==> src/rtl/grant_bus_mux.sv <==
// rtl/grant_bus_mux.sv - burst-locked 3:1 grant mux with registered output stage; optional grant check under GRANT_BUS_MUX_GNT_CHECK_EN
module grant_bus_mux #(
  parameter int WIDTH     = 8,
  parameter int BURST_LEN = 4
) (
  input  logic             clk,
  input  logic             rst,
  input  logic             gnt_0,
  input  logic             gnt_1,
  input  logic             gnt_2,
  input  logic             valid_0,
  input  logic             valid_1,
  input  logic             valid_2,
  input  logic [WIDTH-1:0] data_0,
  input  logic [WIDTH-1:0] data_1,
  input  logic [WIDTH-1:0] data_2,
  output logic             ready_0,
  output logic             ready_1,
  output logic             ready_2,
  output logic             out_valid,
  output logic [WIDTH-1:0] out_data,
  output logic [1:0]       out_src,
  input  logic             out_ready,
  output logic             busy,
  output logic             gnt_err
);

  localparam int CW = $clog2(BURST_LEN) + 1;
  localparam logic [CW-1:0] LAST_BEAT = CW'(BURST_LEN - 1);

  typedef enum logic [1:0] {
    S_IDLE  = 2'd0,
    S_LOCK  = 2'd1,
    S_DRAIN = 2'd2
  } state_e;

  state_e           state_q, state_d;
  logic [1:0]       owner_q, owner_d;
  logic [CW-1:0]    cnt_q, cnt_d;
  logic             out_valid_q, out_valid_d;
  logic [WIDTH-1:0] out_data_q, out_data_d;
  logic [1:0]       out_src_q, out_src_d;

  logic [2:0]       gnt_vec;
  logic             owner_valid;
  logic [WIDTH-1:0] owner_data;
  logic             owner_gnt;
  logic [2:0]       owner_onehot;
  logic             ready_owner;
  logic             xfer;
  logic             unload;

  assign gnt_vec = {gnt_2, gnt_1, gnt_0};

  // Select the locked owner's valid, data and grant, plus its one-hot position
  always_comb begin
    owner_valid  = 1'b0;
    owner_data   = '0;
    owner_gnt    = 1'b0;
    owner_onehot = 3'b000;
    case (owner_q)
      2'd0: begin
        owner_valid  = valid_0;
        owner_data   = data_0;
        owner_gnt    = gnt_0;
        owner_onehot = 3'b001;
      end
      2'd1: begin
        owner_valid  = valid_1;
        owner_data   = data_1;
        owner_gnt    = gnt_1;
        owner_onehot = 3'b010;
      end
      2'd2: begin
        owner_valid  = valid_2;
        owner_data   = data_2;
        owner_gnt    = gnt_2;
        owner_onehot = 3'b100;
      end
      default: begin
        owner_valid  = 1'b0;
        owner_data   = '0;
        owner_gnt    = 1'b0;
        owner_onehot = 3'b000;
      end
    endcase
  end

  // The owner may push whenever the output register is empty or being drained this cycle
  assign ready_owner = (state_q == S_LOCK) && (!out_valid_q || out_ready);
  assign xfer        = ready_owner && owner_valid;
  assign unload      = out_valid_q && out_ready;

  assign ready_0 = ready_owner && owner_onehot[0];
  assign ready_1 = ready_owner && owner_onehot[1];
  assign ready_2 = ready_owner && owner_onehot[2];

  // Output register next state: a load wins over an unload so the stage can stream
  always_comb begin
    out_valid_d = out_valid_q;
    out_data_d  = out_data_q;
    out_src_d   = out_src_q;
    if (xfer) begin
      out_valid_d = 1'b1;
      out_data_d  = owner_data;
      out_src_d   = owner_q;
    end else if (unload) begin
      out_valid_d = 1'b0;
    end
  end

  // FSM next state: lock on a grant, count beats, drain the output register before re-arbitrating
  always_comb begin
    state_d = state_q;
    owner_d = owner_q;
    cnt_d   = cnt_q;
    case (state_q)
      S_IDLE: begin
        if (|gnt_vec) begin
          if (gnt_0) begin
            owner_d = 2'd0;
          end else if (gnt_1) begin
            owner_d = 2'd1;
          end else begin
            owner_d = 2'd2;
          end
          cnt_d   = '0;
          state_d = S_LOCK;
        end
      end
      S_LOCK: begin
        if (xfer) begin
          cnt_d = cnt_q + 1'b1;
          if (cnt_q == LAST_BEAT) begin
            state_d = out_valid_d ? S_DRAIN : S_IDLE;
          end
        end
      end
      S_DRAIN: begin
        if (unload) begin
          state_d = S_IDLE;
        end
      end
      default: begin
        state_d = S_IDLE;
      end
    endcase
  end

  // State and output registers; out_src resets to 3 so "no owner yet" is visible
  always_ff @(posedge clk or negedge rst) begin
    if (!rst) begin
      state_q     <= S_IDLE;
      owner_q     <= 2'd0;
      cnt_q       <= '0;
      out_valid_q <= 1'b0;
      out_data_q  <= '0;
      out_src_q   <= 2'b11;
    end else begin
      state_q     <= state_d;
      owner_q     <= owner_d;
      cnt_q       <= cnt_d;
      out_valid_q <= out_valid_d;
      out_data_q  <= out_data_d;
      out_src_q   <= out_src_d;
    end
  end

  assign out_valid = out_valid_q;
  assign out_data  = out_data_q;
  assign out_src   = out_src_q;
  assign busy      = (state_q != S_IDLE);

`ifdef GRANT_BUS_MUX_GNT_CHECK_EN
  logic gnt_err_q;
  logic multi_gnt;
  logic stray_gnt;
  logic err_set;

  assign multi_gnt = (gnt_vec & (gnt_vec - 3'd1)) != 3'b000;
  assign stray_gnt = !owner_gnt && ((gnt_vec & ~owner_onehot) != 3'b000);
  assign err_set   = ((state_q == S_IDLE) && multi_gnt) ||
                     ((state_q == S_LOCK) && stray_gnt);

  // Sticky flag for a non-one-hot grant in IDLE or the arbiter moving on mid-burst
  always_ff @(posedge clk or negedge rst) begin
    if (!rst) begin
      gnt_err_q <= 1'b0;
    end else if (err_set) begin
      gnt_err_q <= 1'b1;
    end
  end

  assign gnt_err = gnt_err_q;
`else
  assign gnt_err = 1'b0;
`endif

endmodule

==> config.mk <==
export PLATFORM = sky130hd
export DESIGN_NAME = grant_bus_mux
export DESIGN_NICKNAME = d
export VERILOG_FILES = /design/src/rtl/grant_bus_mux.sv
export SDC_FILE = /design/constraint.sdc
export NUM_CORES = 1
export LEC_CHECK = 0
export CAP_MARGIN = 20
export CORE_AREA = 2 2 65 49
export DETAILED_ROUTE_END_ITERATION = 6
export DIE_AREA = 0 0 67 51
export PLACE_DENSITY = 0.73
export SLEW_MARGIN = 20
export SYNTH_ARGS = -nofsm -noshare
export SYNTH_HDL_FRONTEND = slang
export SYNTH_SLANG_ARGS = --single-unit
==> constraint.sdc <==
create_clock -name clk -period 3.74 [get_ports clk]
set_clock_uncertainty 0.15 [all_clocks]
set_input_delay 0.561 -clock clk [delete_from_list [all_inputs] [get_ports clk]]
set_output_delay 0.561 -clock clk [all_outputs]
set_load 0.01 [all_outputs]
* After elaboration in Yosys (flattened, before gate mapping)
Cells that the tools add are included.
** Word-level totals
- Word-level logic and storage cells :: 48
- Register bits after elaboration :: 18
- Input port bits :: 33
- Output and inout bits :: 16
** Cells by class
- Muxes and demuxes :: 16
- Add/sub/neg operators :: 1
- Equality and inequality tests :: 9
- Reduce and logical (&&, ||, !) cells :: 16
** Operator list (number)
- $pmux W8 S3 :: 1
- $mux W2 :: 7
- $pmux W3 S3 :: 1
- $logic_and A1 B1 Y1 :: 6
- $mux W3 :: 2
- $ne A2 B2 Y1 const B :: 3
- $pmux W2 S3 :: 1
- $pmux W3 S2 :: 1
- $eq A2 B1 Y1 const B :: 2
- $eq A2 B2 Y1 const B :: 2
- $logic_not A2 Y1 :: 2
- $reduce_and A4 Y1 :: 1
- $reduce_bool A2 Y1 :: 2
- $add A3 B1 Y3 const B :: 1
- $eq A3 B2 Y1 const B :: 1
- $pmux W1 S3 :: 1
- $reduce_and A3 Y1 :: 1
- $reduce_or A3 Y1 :: 1
- $mux W1 :: 2
- $ne A2 B1 Y1 const B :: 1
- $reduce_and A2 Y1 :: 1
- $logic_not A1 Y1 :: 1
- $logic_or A1 B1 Y1 :: 1

* Longest topological paths before layout
Gate-level depths: netlist of the first run.
- Word-level depth :: 9
- Gate-level depth with buffers :: 6
- Gate-level depth less buffers :: 4

* Worst setup path after synthesis of the first run
Ideal clock, no wire load.
- Path kind :: input to output
- From :: input port out_ready
- To :: output port ready_0
- Data required time :: 3.029 ns
- Arrival time :: 1.070 ns
- Slack :: 1.959 ns
- Path buffers :: 0
- Cell stages on the path :: 3
- Path through :: nand2b_1 -> nand2_1 -> nor3_1
** On the way
- Cells in the longest elaborated chain, start to end :: 3
** Ends and longest elaborated chain
- from (decl) :: line 23 : input logic out_ready,
- $logic_or A1 B1 Y1 :: line 90 : assign ready_owner = (state_q == S_LOCK) && (!out_valid_q || out_ready);
- $logic_and A1 B1 Y1 :: line 90
- $logic_and A1 B1 Y1 :: line 94 : assign ready_0 = ready_owner && owner_onehot[0];
- to (decl) :: line 17 : output logic ready_0,
Every way passes these cells.

* Worst setup path in the final report of the first run
- From :: input port out_ready
- To :: output port ready_1
** On the way
- Cells in the longest elaborated chain, start to end :: 3
** Ends and longest elaborated chain
- $logic_or A1 B1 Y1 :: line 90
- $logic_and A1 B1 Y1 :: line 90
- $logic_and A1 B1 Y1 :: line 95 : assign ready_1 = ready_owner && owner_onehot[1];
- to (decl) :: line 18 : output logic ready_1,
Every way passes these cells.

==> results of run 1 <==
## path summary, 6_finish.rpt
check | to | slack, ns | depth (start not counted) | from
max | ready_1 | 0.94 | 5 | out_ready
min | cnt_q[0] | 0.33 | 1 | cnt_q[0]
max reg2reg | out_data[0] | 1.44 | 4 | owner_q[0]
min reg2reg | cnt_q[0] | 0.33 | 1 | cnt_q[0]
max in group asynchronous | out_valid | 2.35 | 1 | rst
min in group asynchronous | out_data[4] | 0.61 | 1 | rst
## area by class of cell
class / instances / area share
tap: 38 / 0.03011
timing repair buffer: 47 / 0.2979
sequential: 18 / 0.2868
clock buffer: 3 / 0.02615
inverter: 5 / 0.01189
multi-input combinational: 78 / 0.3471
## logic make-up after synthesis
group / synth area share
AO/OA/AOI/OAI: 0.1272
flip-flops: 0.4264
multiplexers: 0.2226
AND/OR/NAND/NOR: 0.1390
buffers and inverters: 0.05772
adder cells (fa/ha/maj): 0.02355
other: 0.003530
## flip-flops by register name, indices dropped and copies added (netlist names)
name / cells
out_valid: 1
out_data: 8
out_src: 2
owner_q: 2
state_q: 2
cnt_q: 3
## per-stage QoR
stage / cell area [um^2] / util / hold WS [ns] / cells
after floorplan: 1062 / - / 0.1154 / 107
after global placement: 1538 / 0.5316 / 0.3257 / 186
after detailed placement: 1538 / 0.5316 / 0.3237 / 186
after CTS: 1579 / 0.5458 / 0.3336 / 189
after global routing: 1579 / 0.5458 / 0.3504 / 189
final: 1579 / 0.5458 / 0.3294 / 189
## per-layer routing
layer / vias to the layer above / GRT usage
met5: - / 0
met2: 39 / 0.2574
met4: 0 / 0.02041
li1: 457 / -
met1: 431 / 0.1972
met3: 2 / 0.05286
## synthesized netlist by cell type, drive strengths merged
| cell type | count | area, um^2 |
|---|---|---|
| nand2 | 18 | 70.07 |
| dfrtp | 16 | 400.4 |
| o21ai | 15 | 78.83 |
| mux2i | 12 | 120.1 |
| mux2 | 8 | 116.4 |
| inv | 5 | 18.77 |
| buf | 4 | 35.03 |
| nor2 | 4 | 15.01 |
| a21oi | 3 | 15.01 |
| nor3 | 3 | 15.01 |
| and2b | 2 | 15.01 |
| clkbuf | 2 | 7.510 |
| dfstp | 2 | 52.55 |
| ha | 2 | 25.02 |
| nand2b | 2 | 12.51 |
| a31oi | 1 | 6.260 |
| a32o | 1 | 10.01 |
| a32oi | 1 | 8.760 |
| and2 | 1 | 6.260 |
| conb | 1 | 3.750 |
| nand3b | 1 | 7.510 |
| o22a | 1 | 8.760 |
| o31ai | 1 | 7.510 |
| or2 | 1 | 6.260 |
## power by group through the flow
stage	registers [mW]	clock network (mW)	logic [mW]
floorplan	0.372	0	0.428
global placement	0.396	0	0.630
detailed placement	0.400	0	0.649
CTS	0.396	0.135	0.653
global route	0.414	0.146	0.707
finish	0.395	0.130	0.642
## worst max-delay path, cell delays in order
cell             delay [ns]
clkdlybuf4s50_1        0.47
nand2b_1               0.15
nand2_1                0.15
nor3_1                 0.18
clkdlybuf4s50_1        0.57
==> results_dict.tcl, run 1 <==
set metrics [dict create \
    status "completed" \
    ys_seq_area_frac 0.4264 \
    period_share 0.7479 \
    syn_area_mm2 0.001062 \
    htreeDepth 1 \
    post_cts_buffers 0 \
    core-area_mm2 0.002893 \
    dieWidth_um 67 \
    cts_resized 0 \
    maxCapViolCount 0 \
    die_area_mm2 0.003417 \
    dr_wl_met2_mm 1.108 \
    clock-root-buffer "clkbuf_8" \
    final_net_count 188 \
    port_buffers 47 \
    hold_violations 0 \
    endpoint_kind "output port" \
    slew_headroom 0.4858 \
    pre_cts_slack_ns 0.9479 \
    grt_pass1_vias 902 \
    drt_wl_total_mm 2.457 \
    required_ns 3.03 \
    maxSlewViolCount 0 \
    ys_ff_latch 18 \
    syn_inst 107 \
    fmax_mhz 357.5 \
    fin_crit_ns 2.797 \
    regArea_um2 452.9 \
    power_density_mw_per_mm2 739.4 \
    wl_met1_mm 1.113 \
    dr.pass1.iters 4 \
    crit_type "primary input to output port" \
    wire_per_inst_um 13.00 \
    syn_area_per_cell_um2 9.928 \
    yosys_warnings 0 \
    p_int_mw 0.7476 \
    leakage_nw 0.6754 \
    multiInputGateArea_um2 548.0 \
    synth_nets 142 \
    mostFrequentLayoutCells "47 x clkdlybuf4s50_1, 17 x nand2_1, 16 x dfrtp_1" \
    cts_sinks 18 \
    grt_start_max_net_pins 19 \
    initial_core_util 0.3672 \
    seq_power_share 0.338 \
    cts_buffer_depth 2 \
    n_fill_cell 267 \
    chipHeight_um 51 \
    switching_share 0.3597 \
    finalWorstSetupSlack_ns 0.9429 \
    grt_overflow 0 \
    syn2layout_area_growth_pct 48.65 \
    ctsHoldBuffers 0 \
    antenna_found_initial 0 \
    drc_errors 0 \
    dr.max_layer_used "met4" \
    antennaDiodeCount 0 \
    switchingPower_mw 0.4199 \
    detailed_place_hpwl_mm 1.939 \
    pwr-share-comb 0.550 \
    final_common_cell "clkdlybuf4s50_1" \
    gp_congestion 0.8297 \
    synthDistinctLibCells 29 \
    drt-initial-drc-count 18 \
    setup_viol 0 \
    clkTransAtPathRegs_ns 0.06 \
    row_count 17 \
    fin_setup_tns_ns 0 \
    hp-class "flip-flop to flip-flop" \
    grt_pass1_wl_mm 3.988 \
    viasPerCell 4.915 \
    worstMarginPinSlew_ns 0.7689 \
    ir_worst_vdd_v 0.0003795 \
    cts_tree "done" \
    clkPwrFrac 0.111 \
    dr_wl_met3_um 226 \
    crit_arrival_ns 2.09 \
    cts_buffers 3 \
    drtAntennaViolNets 0 \
    clk_latency_ns 0.25 \
    drive_gt1_frac 0.1060 \
    worstPathMaxFanout 7 \
    p_total_mw 1.167 \
    pin_count 49 \
    dr_total_vias 929 \
    track_usage 0.1540 \
    rsz0062_at_grt "false" \
    critPathLaunchType "primary input" \
]
Power figures use the tool's default switching activity.
==> run 2: changes to the inputs <==
--- a/config.mk
+++ b/config.mk
@@ -6,10 +6,10 @@
 export NUM_CORES = 1
 export LEC_CHECK = 0
 export CAP_MARGIN = 20
-export CORE_AREA = 2 2 65 49
+export CORE_AREA = 2 2 68 50
 export DETAILED_ROUTE_END_ITERATION = 6
-export DIE_AREA = 0 0 67 51
-export PLACE_DENSITY = 0.73
+export DIE_AREA = 0 0 70 52
+export PLACE_DENSITY = 0.72
 export SLEW_MARGIN = 20
 export SYNTH_ARGS = -nofsm -noshare
 export SYNTH_HDL_FRONTEND = slang
==> constraint.sdc (replaced) <==
create_clock -name clk -period 2.45 [get_ports clk]
set_clock_uncertainty 0.15 [all_clocks]
set_input_delay 0.3675 -clock clk [delete_from_list [all_inputs] [get_ports clk]]
set_output_delay 0.3675 -clock clk [all_outputs]
set_load 0.01 [all_outputs]
==> run 2 against run 1 <==
Critical path depth did not move. Critical path type unchanged. Clock-buffer cell count rose by 1. Design area rose by 3.0%. Combinational power increased by 67%. Worst hold slack got worse by 0.022 ns. Non-clock buffer count increased by 4. Total power rose by 62%.
==> results_dict.tcl, run 2 (synthesis gave the netlist of run 1 again) <==
set metrics [dict create \
    crit_type "primary input to output port" \
    viasPerCell 4.881 \
    cts_buffers 3 \
    setup_viol 0 \
    mostFrequentLayoutCells "47 x clkdlybuf4s50_1, 16 x nand2_1, 16 x dfrtp_1" \
    grt_pass1_wl_mm 4.326 \
    dr.pass1.iters 4 \
    core-area_mm2 0.003020 \
    critPathLaunchType "primary input" \
    clk_latency_ns 0.25 \
    fin_util 0.5385 \
    drt-initial-drc-count 22 \
    wire_per_inst_um 14.38 \
    maxSlewViolCount 0 \
    status "completed" \
    pin_count 49 \
    final_common_cell "clkdlybuf4s50_1" \
    leakage_nw 0.7027 \
    r2r-end "out_data[0]" \
    htreeDepth 1 \
    fmax_mhz 418.0 \
    largest_reg_flops 8 \
    die_area_mm2 0.003640 \
    hp-class "primary input to asynchronous set/reset pin" \
    maxCapViolCount 0 \
    grt_overflow 0 \
    gp_congestion 0.8254 \
    worstPathMaxFanout 6 \
    detailed_place_hpwl_mm 2.250 \
    post_cts_buffers 0 \
    ir_worst_vdd_v 0.0006405 \
    crit_arrival_ns 1.88 \
    cts_tree "done" \
    fin_crit_ns 2.393 \
    dr_total_vias 947 \
    endpoint_kind "output port" \
    cts_buffer_depth 2 \
    power_density_mw_per_mm2 1162 \
    r2r_cells 4 \
    r2r_start "owner_q[0]" \
    drive_gt1_frac 0.1474 \
    place_inst 190 \
    track_usage 0.1539 \
    worst-r2r-setup-slack_ns 0.38 \
    period_share 0.9765 \
    syn2layout_area_growth_pct 53.12 \
    holdWs_ns 0.3069 \
    grt_pass1_vias 887 \
    antenna_found_initial 0 \
    chipHeight_um 52 \
    row_count 17 \
    startpoint "out_ready" \
    port_buffers 47 \
    drt_wl_total_mm 2.789 \
    final_net_count 192 \
    grt_start_max_net_pins 19 \
    clkTransAtPathRegs_ns 0.07 \
    antennaDiodeCount 0 \
    cts_sinks 18 \
    timing.critical_path.to "ready_1" \
    drc_errors 0 \
    stdcell_count 194 \
    n_fill_cell 268 \
    dieWidth_um 70 \
    initial_core_util 0.3517 \
    hold_violations 0 \
    required_ns 1.93 \
    drtAntennaViolNets 0 \
    clock-root-buffer "clkbuf_8" \
]
==> run 2: cell count changes in the layout (fill, tap and decap cells not counted) <==
cell      previous run  this run
and2b_1              2         1
and2b_2              0         1
buf_4                0         4
clkbuf_8             3         4
nand2_1             17        16
nand2_2              1         2
==> run 2: worst max-delay path, stage by stage <==
cell,delay [ns]
clkdlybuf4s50_1,0.48
nand2b_1,0.16
nand2_2,0.12
nor3_1,0.19
clkdlybuf4s50_1,0.57
==> run 2: metal layers <==
| metal | wire length (um) | GRT usage |
|---|---|---|
| met5 | 0 | 0 |
| met4 | 23 | 0.03846 |
| met2 | 1411 | 0.2619 |
| met3 | 80 | 0.03295 |
| met1 | 1273 | 0.2019 |
==> run 2: where the power goes <==
group / switching, mW / total [mW] / internal (mW)
clock: 0.0999 / 0.243 / 0.143
sequential: 0.126 / 0.577 / 0.451
combinational: 0.458 / 1.07 / 0.613
total: 0.684 / 1.89 / 1.21
==> run 2: worst min-delay path by stage <==
stage | startpoint | to | slack (ns) | cells past startpoint
2_1_floorplan | rst | cnt_q[0] | -0.08 | 0
3_3_place_gp | cnt_q[0] | cnt_q[0] | 0.33 | 1
3_5_place_dp | cnt_q[0] | cnt_q[0] | 0.34 | 1
4_1_cts | rst | out_data[1] | 0.32 | 2
5_1_grt | rst | out_data[5] | 0.34 | 2
6_report | rst | out_data[1] | 0.31 | 2
==> run 2: area by class of cell <==
| type | instances | area, um^2 | area share |
|---|---|---|---|
| tap | 38 | 47.55 | 0.02923 |
| timing repair buffer | 51 | 500.5 | 0.3077 |
| clock buffer | 4 | 55.05 | 0.03385 |
| multi-input combinational | 78 | 551.8 | 0.3392 |
| inverter | 5 | 18.77 | 0.01154 |
| sequential | 18 | 452.9 | 0.2785 |
==> run 2: what timing repair did <==
| action | CTS | global route |
|---|---|---|
| hold buffers | 0 | 0 |
| endpoints found under the setup margin | 0 | 3 |
| gates resized for setup | 0 | 2 |
==> run 2: per-stage QoR <==
step	setup WS [ns]	TNS [ns]	power, mW	instance area, um^2
after detailed placement	0.03220	0	1.648	1568
after CTS	0.008394	0	1.901	1623
after floorplan	0.8282	0	1.222	1062
after global routing	-0.01296	-0.01296	2.023	1627
final	0.05746	0	1.891	1627
after global placement	0.08234	0	1.611	1568
==> run 3: changes to the inputs <==
--- a/config.mk
+++ b/config.mk
@@ -5,6 +5,7 @@
 export SDC_FILE = /design/constraint.sdc
 export NUM_CORES = 1
 export LEC_CHECK = 0
+export ABC_AREA = 0
 export CAP_MARGIN = 20
 export CORE_AREA = 2 2 68 50
 export DETAILED_ROUTE_END_ITERATION = 6
==> results of run 3 <==
No change in the layout: final DEF, timing and power equal those of run 2.
